`src/rtl/bft_pkg.sv`:
```
// +----------------------------------------------------------------------+
// | bft_pkg : shared BFT field constants, FSM state type and helpers     |
// | Revision 1.0                                                         |
// +----------------------------------------------------------------------+
`default_nettype none

package bft_pkg;

  localparam int BFT_NUM_LEAVES = 8;
  localparam int BFT_L          = $clog2(BFT_NUM_LEAVES);
  localparam int BFT_D          = 4;
  localparam int BFT_P_SZ       = 1 + 2 * BFT_L + BFT_D;
  localparam int BFT_VALID_BIT  = BFT_P_SZ - 1;
  localparam int BFT_DEST_MSB   = BFT_P_SZ - 2;
  localparam int BFT_SRC_MSB    = BFT_P_SZ - 2 - BFT_L;
  localparam int BFT_DATA_MSB   = BFT_P_SZ - 2 - 2 * BFT_L;

  typedef enum logic [1:0] {
    ST_IDLE  = 2'd0,
    ST_SEND  = 2'd1,
    ST_RETRY = 2'd2
  } bft_state_t;

  // Field offsets for an arbitrary packet width / leaf-address width.
  function automatic int dest_msb(input int p_sz);
    return p_sz - 2;
  endfunction

  function automatic int src_msb(input int p_sz, input int l);
    return p_sz - 2 - l;
  endfunction

  function automatic logic [15:0] sat_inc(input logic [15:0] v);
    return (v == 16'hFFFF) ? v : v + 16'd1;
  endfunction

endpackage

`default_nettype wire

```
`src/rtl/bft_sync_fifo.sv`:
```
// +----------------------------------------------------------------------+
// | bft_sync_fifo : receive queue with push/pop and full/empty status    |
// | Revision 1.0                                                         |
// +----------------------------------------------------------------------+
`default_nettype none

module bft_sync_fifo #(
  parameter int width = 7,
  parameter int depth = 4
) (
  input  logic             clk,
  input  logic             reset,
  input  logic             push,
  input  logic             pop,
  input  logic [width-1:0] din,
  output logic [width-1:0] dout,
  output logic             full,
  output logic             empty
);

  localparam int            LF      = $clog2(depth);
  localparam logic [LF-1:0] PTR_ONE = LF'(1);
  localparam logic [LF:0]   CNT_ONE = (LF + 1)'(1);
  localparam logic [LF:0]   CNT_MAX = (LF + 1)'(depth);

  logic [width-1:0] mem [0:depth-1];
  logic [LF-1:0]    wr_ptr;
  logic [LF-1:0]    rd_ptr;
  logic [LF:0]      count;
  logic             do_push;
  logic             do_pop;

  // A push on a full queue is still taken when a pop frees a slot this cycle.
  assign do_pop  = pop && !empty;
  assign do_push = push && (!full || do_pop);

  assign full  = (count == CNT_MAX);
  assign empty = (count == '0);
  assign dout  = mem[rd_ptr];

  always_ff @(posedge clk or posedge reset) begin
    if (reset) begin
      wr_ptr <= '0;
      rd_ptr <= '0;
      count  <= '0;
    end else begin
      if (do_push) wr_ptr <= wr_ptr + PTR_ONE;
      if (do_pop)  rd_ptr <= rd_ptr + PTR_ONE;
      if (do_push && !do_pop)      count <= count + CNT_ONE;
      else if (do_pop && !do_push) count <= count - CNT_ONE;
    end
  end

  always_ff @(posedge clk) begin
    if (do_push) mem[wr_ptr] <= din;
  end

endmodule

`default_nettype wire

```
`src/rtl/bft_leaf_responder.sv`:
```
// +----------------------------------------------------------------------+
// | bft_leaf_responder : BFT leaf that queues requests and replies data+1 |
// | Revision 1.0                                                         |
// +----------------------------------------------------------------------+
`default_nettype none

module bft_leaf_responder
  import bft_pkg::*;
#(
  parameter int num_leaves = BFT_NUM_LEAVES,
  parameter int payload_sz = $clog2(num_leaves) + 4,
  parameter int p_sz       = 1 + $clog2(num_leaves) + payload_sz,
  parameter int addr       = 1,
  parameter int fifo_depth = 4
) (
  input  logic            clk,
  input  logic            reset,
  input  logic [p_sz-1:0] interface_pe,
  input  logic            resend,
  output logic [p_sz-1:0] pe_interface,
  output logic [15:0]     rx_count,
  output logic [15:0]     tx_count,
  output logic [15:0]     drop_count,
  output logic            fifo_full,
  output logic            fifo_empty
);

  localparam int           L        = $clog2(num_leaves);
  localparam int           D        = p_sz - 1 - 2 * L;
  localparam int           QW       = L + D;
  localparam int           DEST_MSB = dest_msb(p_sz);
  localparam int           SRC_MSB  = src_msb(p_sz, L);
  localparam logic [L-1:0] ADDR_V   = L'(addr);
  localparam logic [D-1:0] DATA_ONE = D'(1);

  logic [p_sz-1:0] in_q;
  logic            in_valid;
  logic            for_me;
  logic            accept;
  logic            pop;
  logic [QW-1:0]   head;
  logic [p_sz-1:0] resp;
  logic [p_sz-1:0] pkt_n;
  logic [p_sz-1:0] held;
  logic [p_sz-1:0] held_n;
  logic            tx_inc;
  bft_state_t      state;
  bft_state_t      state_n;

  assign in_valid = in_q[p_sz-1];
  assign for_me   = in_valid && (in_q[DEST_MSB -: L] == ADDR_V);
  assign accept   = for_me && (!fifo_full || pop);
  assign resp     = {1'b1, head[QW-1 -: L], ADDR_V, head[D-1:0] + DATA_ONE};

  bft_sync_fifo #(
    .width (QW),
    .depth (fifo_depth)
  ) u_rx_fifo (
    .clk   (clk),
    .reset (reset),
    .push  (for_me),
    .pop   (pop),
    .din   (in_q[SRC_MSB:0]),
    .dout  (head),
    .full  (fifo_full),
    .empty (fifo_empty)
  );

  // Incoming packets are captured first; this stage sets the 2-cycle issue latency.
  always_ff @(posedge clk or posedge reset) begin
    if (reset) begin
      in_q       <= '0;
      rx_count   <= '0;
      tx_count   <= '0;
      drop_count <= '0;
    end else begin
      in_q <= interface_pe;
      if (accept)              rx_count   <= sat_inc(rx_count);
      if (in_valid && !accept) drop_count <= sat_inc(drop_count);
      if (tx_inc)              tx_count   <= sat_inc(tx_count);
    end
  end

  always_ff @(posedge clk or posedge reset) begin
    if (reset) begin
      state        <= ST_IDLE;
      pe_interface <= '0;
      held         <= '0;
    end else begin
      state        <= state_n;
      pe_interface <= pkt_n;
      held         <= held_n;
    end
  end

  always_comb begin
    state_n = state;
    pkt_n   = '0;
    held_n  = held;
    pop     = 1'b0;
    tx_inc  = 1'b0;
    unique case (state)
      ST_IDLE: begin
        if (!fifo_empty) begin
          pop     = 1'b1;
          pkt_n   = resp;
          held_n  = resp;
          state_n = ST_SEND;
        end
      end
      ST_SEND, ST_RETRY: begin
        if (resend) begin
          pkt_n   = held;
          state_n = ST_RETRY;
        end else begin
          // resend low means the packet on the wire was taken by the switch
          tx_inc = 1'b1;
          if (!fifo_empty) begin
            pop     = 1'b1;
            pkt_n   = resp;
            held_n  = resp;
            state_n = ST_SEND;
          end else begin
            state_n = ST_IDLE;
          end
        end
      end
      default: state_n = ST_IDLE;
    endcase
  end

endmodule

`default_nettype wire

```
`config.mk`:
```
export PLATFORM = sky130hd
export DESIGN_NAME = bft_leaf_responder
export DESIGN_NICKNAME = d
export VERILOG_FILES = /design/src/rtl/bft_pkg.sv /design/src/rtl/bft_sync_fifo.sv /design/src/rtl/bft_leaf_responder.sv
export SDC_FILE = /design/constraint.sdc
export NUM_CORES = 1
export LEC_CHECK = 0
export ABC_AREA = 1
export BUFFER_PORTS_ARGS = -buffer_cell sky130_fd_sc_hd__buf_2
export CAP_MARGIN = 25
export CORE_MARGIN = 4
export CORE_UTILIZATION = 30
export CTS_CLUSTER_DIAMETER = 150
export DETAILED_ROUTE_END_ITERATION = 10
export PLACE_DENSITY = 0.57
export SLEW_MARGIN = 5
export SYNTH_ARGS = -nofsm -noshare
export SYNTH_HDL_FRONTEND = slang
export SYNTH_SLANG_ARGS = --single-unit
```
`constraint.sdc`:
```
create_clock -name clk -period 4.55 [get_ports clk]
set_clock_uncertainty 0.15 [all_clocks]
set_input_delay 0.2275 -clock clk [delete_from_list [all_inputs] [get_ports clk]]
set_output_delay 0.2275 -clock clk [all_outputs]
set_load 0.005 [all_outputs]
```
==> reports/metrics.cfg, run 1 <==
[sta]
max_freq_mhz=384
tightestPinTransition_ps=561
hold_ws_ps=26.8
maxSlewViolCount=0
rsz0062_at_grt=no
setup_viol_count_final=0
period_needed_ps=2600
final.setup.worst_slack_ps=1950
slew_headroom_pct=62.5
finalHoldViolCount=0
fin_tns_setup_ps=0
period_share_pct=57.2

[layout]
n_antenna_cell=0
final_design_area_no_fill_um2=6540
nets=733
fillers=1864
layout-drive-gt1-share_pct=16.3
syn_to_final_growth_pct=17.9
multi_input_area_um2=2280
ff_latch_area_um2=2940
fin_cells=941
fin_util_pct=36.1

[clocking]
clk_latency_ps=360
cts_max_level=3
cts_root_buffer=clkbuf_16
cts_tree=built
clkSinkCount=112
cts_buffer_depth=2
clkTransAtPathRegs_ps=80
cts_made_buffers=9

[synth]
ys.flop_type=dfrtp_1
yosys_warnings=0
syn_area_um2=5540
synth.avg_cell_area_um2=8.87
ys_seq_elements=112
synth_cell_types=35
yosysSeqAreaShare_pct=53.1
async_flop_share_pct=75.0
syn-instance-count=625
synth_enable_flop_cells=28

[power]
p_total_mw=3.18
p_leak_nw=3.05
powerDensity_nw_per_um2=486
ir_worst_vdd_uv=206

[setup_path]
worstSetupPathType=flip-flop to flip-flop
critical_path_required_ps=4640
path_cells=inv_1, ha_1, nand2_1, nand2_1, nand3_4, a21oi_4, ha_1, inv_1, fa_1, a21oi_1, o21ai_0, xor2_1
cpPeakStageDelay_ps=380
worstPathMaxFanout=14
crit_family=adder cells
critPathBufInv=2
cp.arrival_ps=2690
cp-end-kind=flip-flop
worst_path_max_delay_cell=dfrtp_1
crit_path_start_kind=flip-flop

[drt]
wl_per_cell_um=12.3
first_iter_violations=171
drtPass1Iterations=4
drc=0
vias_per_cell=4.39
wl_um=11600
vias=4129
postRouteAntennaNets=0

[floorplanning]
core_um2=18100
num_io_pins=75
chipHeight_um=144
start_util_pct=30.7
num_rows=49
die_w_um=144
dieArea_um2=20700

[place]
dpl.cell_count=912
dpl.hpwl_um=8440
placed_area_um2=6090
gp_congestion=0.788
pre_cts_slack_ps=1920
port_buffers=72

[run_status]
status=complete, no violations

[global_routing]
grt_pass1_vias=4010
grt_pass1_wl_um=19500
antenna_found_initial=0
grt.overflow.total=0
grt_max_degree=52
grt_usage_pct=11.7

[hold_path]
hold_path_class=input pin to flip-flop

[job]
drv_cap=0

## power by group
group          switching (mW)  internal [mW]  total, mW
Clock                   0.373          0.428      0.801
Sequential              0.187           1.22       1.41
Combinational           0.579          0.388      0.967
Total                    1.14           2.04       3.18
## registers in the layout, indices dropped and copies added (netlist names)
signal	count
u_rx_fifo.mem	28
drop_count	16
rx_count	16
tx_count	16
in_q	11
held	8
pe_interface	8
u_rx_fifo.count	3
state	2
u_rx_fifo.rd_ptr	2
u_rx_fifo.wr_ptr	2
## cell usage in the layout (no fill, tap or decap), drive strengths merged
| cell type | synthesis | layout |
|---|---|---|
| nor2 | 60 | 60 |
| conb | 1 | 2 |
| edfxtp | 28 | 28 |
| buf | 15 | 74 |
| fa | 1 | 1 |
| nand3 | 47 | 47 |
| xnor2 | 21 | 21 |
| o21ai | 44 | 44 |
| and2 | 1 | 1 |
| a21oi | 3 | 3 |
| o22a | 3 | 3 |
| dfrtp | 84 | 84 |
| nand4 | 11 | 11 |
| clkbuf | 1 | 11 |
| dlygate4sd3 | 0 | 12 |
| inv | 57 | 59 |
| nand2 | 210 | 210 |
| nand3b | 2 | 2 |
| nor3 | 8 | 8 |
| o211ai | 1 | 1 |
| mux2 | 1 | 1 |
| ha | 11 | 11 |
| xor2 | 14 | 14 |
| o21bai | 1 | 1 |
| clkinv | 0 | 3 |
## worst register-to-register path: stages (launching register included)
cell and delay [ps]:
dfrtp_1 380, inv_1 50, ha_1 280, nand2_1 100
nand2_1 110, nand3_4 180, a21oi_4 220, ha_1 160
inv_1 60, fa_1 370, a21oi_1 150, o21ai_0 110
xor2_1 150
## final timing paths
kind	start	to	slack [ps]	cells past startpoint
hold / removal	resend	state[1]	30	3
setup / recovery	state[1]	u_rx_fifo.count[2]	1950	12
setup reg to reg	state[1]	u_rx_fifo.count[2]	1950	12
min in group asynchronous	reset	drop_count[1]	170	3
max in group asynchronous	reset	drop_count[4]	3380	4
hold reg to reg	held[4]	held[4]	300	2
## area by class of cell
type                            count  share of cell area [%]
Tap cell                          229                    4.38
Timing Repair Buffer               86                    7.77
Inverter                           57                    3.29
Clock buffer                       11                    4.04
Clock inverter                      5                   0.651
Multi-Input combinational cell    441                    34.9
Sequential cell                   112                    45.0
## per-layer routing
metal	vias up	GRT usage [%]	part of all wire (%)
met5	-	0	0
met4	0	2.68	0.97
met3	10	3.79	4.8
met2	62	18.8	46
met1	1903	15.5	48
li1	2154	-	-
## cells in the mapped netlist (2+ instances only)
master	number	share of area [%]
xnor2_1	21	3.3
o21ai_1	2	0.18
ha_1	11	2.5
nand3b_1	2	0.27
nor2_2	2	0.23
inv_1	57	3.9
buf_2	6	0.54
nor3_2	2	0.36
nand4_1	11	1.2
nor2_1	53	3.6
nand2_4	2	0.41
a21oi_1	2	0.18
o21ai_2	3	0.47
nand3_1	46	4.2
nand2_2	6	0.68
nor3_1	5	0.45
o21ai_0	39	3.5
edfxtp_1	28	15
nand2_1	202	14
buf_6	3	0.61
dfrtp_1	84	38
nor2_4	5	1.0
xor2_1	14	2.2
buf_4	6	0.81
o22a_1	3	0.47
## cell families after synthesis
logic type | after synthesis | synth area share (%)
xor+xnor | 35 | 5.53
flops | 112 | 53.1
fa+ha+maj | 12 | 2.84
simple gates | 339 | 26.8
mux | 1 | 0.203
buf+inv | 73 | 5.89
other cells | 1 | 0.0676
compound gates | 52 | 5.60
## timing repair
| item | 4_1_cts | 5_1_grt |
|---|---|---|
| resized for setup | 0 | 0 |
| hold buffers | 12 | 0 |
| endpoints found under the hold margin | 61 | 0 |
| setup buffers | 0 | 0 |
(Power assumes the default switching activity.)
==> run 2: changes to the inputs <==
Clock period 4.55 ns to 2.49 ns, I/O delays scaled along.
==> reports/metrics.cfg, run 2 (synthesis gave the netlist of run 1 again) <==
[run_status]
status=complete, no violations

[global_routing]
grt.overflow.total=0  ; unchanged
grt_pass1_wl_um=19200  ; -1.4%
use_met2_pct=17.9  ; -0.93 points
antenna_found_initial=0  ; unchanged
grt_usage_pct=11.4  ; -0.27 points
top_usage_layer=met2
use_met3_pct=3.03  ; -0.77 points
grtUsageMet1_pct=15.9  ; +0.45 points
grt_pass1_vias=3978  ; -0.80%
grt_max_degree=45  ; -13%

[floorplanning]
num_io_pins=75  ; unchanged
core_um2=18100  ; unchanged
chipHeight_um=144  ; unchanged
num_rows=49  ; unchanged
dieArea_um2=20700  ; unchanged
start_util_pct=30.7  ; unchanged
die_w_um=144  ; unchanged

[sta]
finalHoldViolCount=0  ; unchanged
max_freq_mhz=429  ; +12%
rsz0062_at_grt=no
maxSlewViolCount=0  ; unchanged
setup_viol_count_final=0  ; unchanged
tightestPinTransition_ps=755  ; +194 ps
fin_tns_setup_ps=0  ; unchanged
period_share_pct=93.6  ; +36 points
slew_headroom_pct=49.6  ; -13 points
period_needed_ps=2330  ; -270 ps

[clocking]
cts_buffer_depth=2  ; unchanged
clkSinkCount=112  ; unchanged
clk_latency_ps=350  ; about the same
cts_root_buffer=clkbuf_16
clkTransAtPathRegs_ps=90  ; about the same
cts_tree=built
cts_made_buffers=9  ; unchanged
cts_max_level=3  ; unchanged

[hold_path]
hold_path_class=input pin to asynchronous set/reset pin

[place]
port_buffers=72  ; unchanged
dpl.cell_count=925  ; +1.4%
dpl.hpwl_um=8240  ; -2.4%
gp_congestion=0.771  ; -2.1%

[setup_path]
path_cells=inv_1, ha_1, nand2_1, nand2_2, nand3_4, buf_4, ha_1, inv_1, fa_2, mux2_2
cp-end-kind=flip-flop
critPathBufInv=3  ; +1
critical_path_required_ps=2580  ; -2060 ps
worst_path_max_delay_cell=fa_2
cpPeakStageDelay_ps=430  ; +50 ps
crit_path_start_kind=flip-flop
worstSetupPathType=flip-flop to flip-flop
worstPathMaxFanout=4  ; -10
critical_path_depth=10  ; -2
cp.arrival_ps=2420  ; -270 ps
r2r_cells=10  ; -2
crit_family=adder cells

[drt]
drc=0  ; unchanged
first_iter_violations=190  ; +11%
drtPass1Iterations=4  ; unchanged
postRouteAntennaNets=0  ; unchanged
vias_per_cell=4.36  ; -0.66%
wl_um=11300  ; -2.5%
vias=4176  ; +1.1%
wl_per_cell_um=11.8  ; -4.2%

[power]
p_total_mw=6.01  ; +89%
ir_worst_vdd_uv=381  ; +85%
p_leak_nw=3.14  ; +2.8%
powerDensity_nw_per_um2=900  ; +85%

[layout]
ff_latch_area_um2=2940  ; unchanged
multi_input_area_um2=2280  ; +0.22%
layout_commonest_cell=nand2_1
largest_reg_flops=28  ; unchanged
syn_to_final_growth_pct=20.4
fin_cells=958  ; +1.8%
nets=750  ; +2.3%
final_cell_mix=201 x nand2_1, 84 x dfrtp_1, 72 x buf_2
regMostFlops=u_rx_fifo.mem
fillers=1857  ; -0.38%
n_antenna_cell=0  ; unchanged
layout-drive-gt1-share_pct=18.4  ; +2.1 points

[job]
drv_cap=0  ; unchanged

run 2: repair_timing:
| item | CTS | global route |
|---|---|---|
| endpoints found under the setup margin | 0 | 1 |
| gates resized for setup | 0 | 3 |
| buffers inserted | 0 | 4 |
| endpoints found under the hold margin | 52 | 0 |
| hold buffers | 13 | 0 |
run 2: worst reg2reg max path, cell delays in order, from the launching register on:
cell     delay, ps
dfrtp_1        370
inv_1           60
ha_1           280
nand2_1         80
nand2_2         80
nand3_4         90
buf_4          150
ha_1           180
inv_1          100
fa_2           440
mux2_2         260
run 2: per-layer routing:
layer / part of all wire (%) / wire length [um]
met1: 50 / 5690
met4: 1.1 / 123
met5: 0 / 0
met3: 3.9 / 441
met2: 45 / 5040
run 2: worst paths after layout:
path                                       from            endpoint  slack, ps
max in group asynchronous                 reset        rx_count[13]       1240
worst max register to register         state[1]  u_rx_fifo.count[1]        160
worst max-delay path                   state[1]  u_rx_fifo.count[1]        160
worst min-delay path                      reset        tx_count[13]        260
worst min register to register          held[4]             held[4]        300
min in group clk                interface_pe[0]             in_q[0]        270
run 2: metrics by stage:
stage,hold slack [ps],instance area (um2),setup slack [ps],utilization [%]
finish,264,6680,159,36.9
global route,267,6680,38.1,36.9
CTS,259,6640,115,36.7
detailed placement,84.2,6200,120,34.3
global placement,84.2,6200,150,34.3
floorplan,5.93,5550,50.4,-
run 2: layout make-up:
cell class | instances | share of cell area, %
flip-flops and latches | 112 | 44.1
multi-input cells | 441 | 34.2
repair buffers | 103 | 9.56
well taps | 229 | 4.29
clock buffers | 9 | 3.37
inverters | 57 | 3.22
clock inverters | 7 | 1.29
run 2: report_power, final:
group | internal [mW] | switching [mW] | total [mW] | leakage, nW
registers | 2.24 | 0.296 | 2.53 | 1.33
clock network | 0.735 | 0.763 | 1.50 | 0.154
logic | 0.846 | 1.13 | 1.98 | 1.65
==> run 3: changes to the inputs <==
Settings changed: CELL_PAD_IN_SITES_DETAIL_PLACEMENT from default to 1, CELL_PAD_IN_SITES_GLOBAL_PLACEMENT from default to 1, PLACE_DENSITY 0.57 to 0.68.
==> reports/metrics.cfg, run 3 (synthesis gave the netlist of run 1 again) <==
[power]
pwr-share-clk_pct=23.7  ; -1.2 points
power.switching_mw=2.35  ; +7.1%
powerDensity_nw_per_um2=922  ; +2.5%
pwr-share-seq_pct=42.3  ; about the same
p_leak_nw=3.12  ; -0.37%
p_comb_share_pct=34.0  ; +1.1 points
swShare_pct=38.1  ; +1.6 points
ir_worst_vdd_uv=406  ; +6.4%
intPower_mw=3.81  ; -0.13%

[drt]
wl_per_cell_um=14.4  ; +22%
first_iter_violations=97  ; -49%
vias=4510  ; +8.0%
drtPass1Iterations=4  ; unchanged
drc=0  ; unchanged
wl_um=13800  ; +22%
postRouteAntennaNets=0  ; unchanged
vias_per_cell=4.72  ; +8.2%

[sta]
maxSlewViolCount=0  ; unchanged
hold_ws_ps=209  ; -54.8 ps
period_share_pct=95.9  ; +2.3 points
final.setup.worst_slack_ps=101  ; -57.5 ps
slew_headroom_pct=61.1  ; +12 points
setup_viol_count_final=0  ; unchanged
period_needed_ps=2390  ; +57.5 ps
max_freq_mhz=419  ; -2.4%
finalHoldViolCount=0  ; unchanged
tightestPinTransition_ps=582  ; -172 ps
fin_tns_setup_ps=0  ; unchanged

[floorplanning]
core_um2=18100  ; unchanged
num_io_pins=75  ; unchanged
num_rows=49  ; unchanged
die_w_um=144  ; unchanged
dieArea_um2=20700  ; unchanged
chipHeight_um=144  ; unchanged
start_util_pct=30.7  ; unchanged

[setup_path]
r2r_start=state[0]
cp-end-kind=flip-flop
worstSetupPathType=flip-flop to flip-flop
r2r-end=u_rx_fifo.count[2]
worstPathMaxFanout=4  ; unchanged
cp.arrival_ps=2470  ; +50 ps
r2r_slack_ps=100  ; -60 ps
critical_path_required_ps=2580  ; about the same
r2r_cells=12  ; +2
crit_path_start_kind=flip-flop

[clocking]
cts_buffer_depth=2  ; unchanged
cts_max_level=3  ; unchanged
clkSinkCount=112  ; unchanged
cts_tree=built
clkTransAtPathRegs_ps=80  ; about the same
clk_latency_ps=360  ; about the same
cts_made_buffers=9  ; unchanged
cts_root_buffer=clkbuf_16

[place]
dpl.hpwl_um=10000  ; +22%
gp_congestion=0.796  ; +3.2%
port_buffers=72  ; unchanged
pre_cts_slack_ps=-44.2  ; -164 ps

[layout]
syn_to_final_growth_pct=20.5  ; about the same
final_cell_mix=200 x nand2_1, 84 x dfrtp_1, 72 x buf_2
layout_commonest_cell=nand2_1
regMostFlops=u_rx_fifo.mem
largest_reg_flops=28  ; unchanged
nets=748  ; -0.27%
fin_util_pct=36.9  ; about the same
layout-drive-gt1-share_pct=19.3  ; +0.88 points
n_antenna_cell=0  ; unchanged

[run_status]
status=complete, no violations

[global_routing]
grt_pass1_wl_um=23700  ; +24%
antenna_found_initial=0  ; unchanged
top_usage_layer=met2
grt.overflow.total=0  ; unchanged
grtUsageMet1_pct=18.4  ; +2.5 points
use_met2_pct=23.7  ; +5.9 points
grt_pass1_vias=4830  ; +21%
grt_max_degree=35  ; -22%
use_met3_pct=2.80  ; -0.23 points
grt_usage_pct=14.2  ; +2.8 points

[job]
drv_cap=0  ; unchanged

[hold_path]
hold_path_class=input pin to asynchronous set/reset pin

==> run 3: cell count changes in the layout (fill, tap and decap cells not counted), moves of 2 or more <==
| cell | previous run | this run |
|---|---|---|
| inv_1 | 56 | 52 |
| inv_2 | 0 | 4 |
| buf_4 | 17 | 15 |
| ha_1 | 11 | 9 |
| inv_6 | 1 | 3 |
| inv_8 | 4 | 2 |
| nand2_4 | 2 | 4 |
==> run 3: worst max-delay path by stage <==
stage,from,slack (ps),end
finish,state[0],100,u_rx_fifo.count[2]
global route,state[0],-40,u_rx_fifo.count[2]
CTS,state[0],10,u_rx_fifo.count[2]
detailed placement,state[1],-40,u_rx_fifo.count[2]
global placement,state[1],100,u_rx_fifo.count[2]
floorplan,reset,50,drop_count[0]
==> run 3: worst max-delay path, cell delays in order (launching register included) <==
cell,delay [ps]
dfrtp_1,390
inv_2,70
ha_4,290
nand2_4,70
nand2_4,70
nand3_4,100
a21oi_4,170
ha_2,190
inv_2,60
fa_2,370
a21oi_2,140
o21ai_2,70
xor2_1,140
==> run 3: power by group through the flow <==
| stage | Clock [mW] | Combinational (mW) | Sequential [mW] |
|---|---|---|---|
| 3_5_place_dp | 0 | 1.94 | 2.65 |
| 2_1_floorplan | 0 | 1.36 | 2.54 |
| 6_report | 1.46 | 2.09 | 2.61 |
| 3_3_place_gp | 0 | 1.82 | 2.61 |
| 4_1_cts | 1.53 | 1.99 | 2.61 |
| 5_1_grt | 1.61 | 2.40 | 2.67 |
==> run 3: what timing repair did <==
action | 4_1_cts | 5_1_grt
hold endpoints to repair | 42 | 0
endpoints found under the setup margin | 1 | 2
hold buffers | 13 | 0
setup buffers | 1 | 4
pin swaps | 0 | 5
gates resized for setup | 2 | 12
==> run 3: final cells by class <==
type,instances,area (um2)
fillers,2130,11400
clock buffers,9,225
multi-input cells,441,2320
well taps,229,287
flip-flops and latches,112,2940
clock inverters,7,68.8
repair buffers,101,623
inverters,57,215
==> run 3: per-stage QoR <==
stage	cells	total power [mW]	instance area, um2
6_report	956	6.16	6680
5_1_grt	956	6.68	6680
4_1_cts	952	6.13	6620
3_5_place_dp	922	4.59	6180
3_3_place_gp	922	4.43	6180
2_1_floorplan	626	3.90	5550
==> run 3: routing by layer <==
layer	share of wire (%)	routed length, um
met1	46	6300
met2	49	6780
met3	4.0	552
met4	1.3	177
met5	0	0
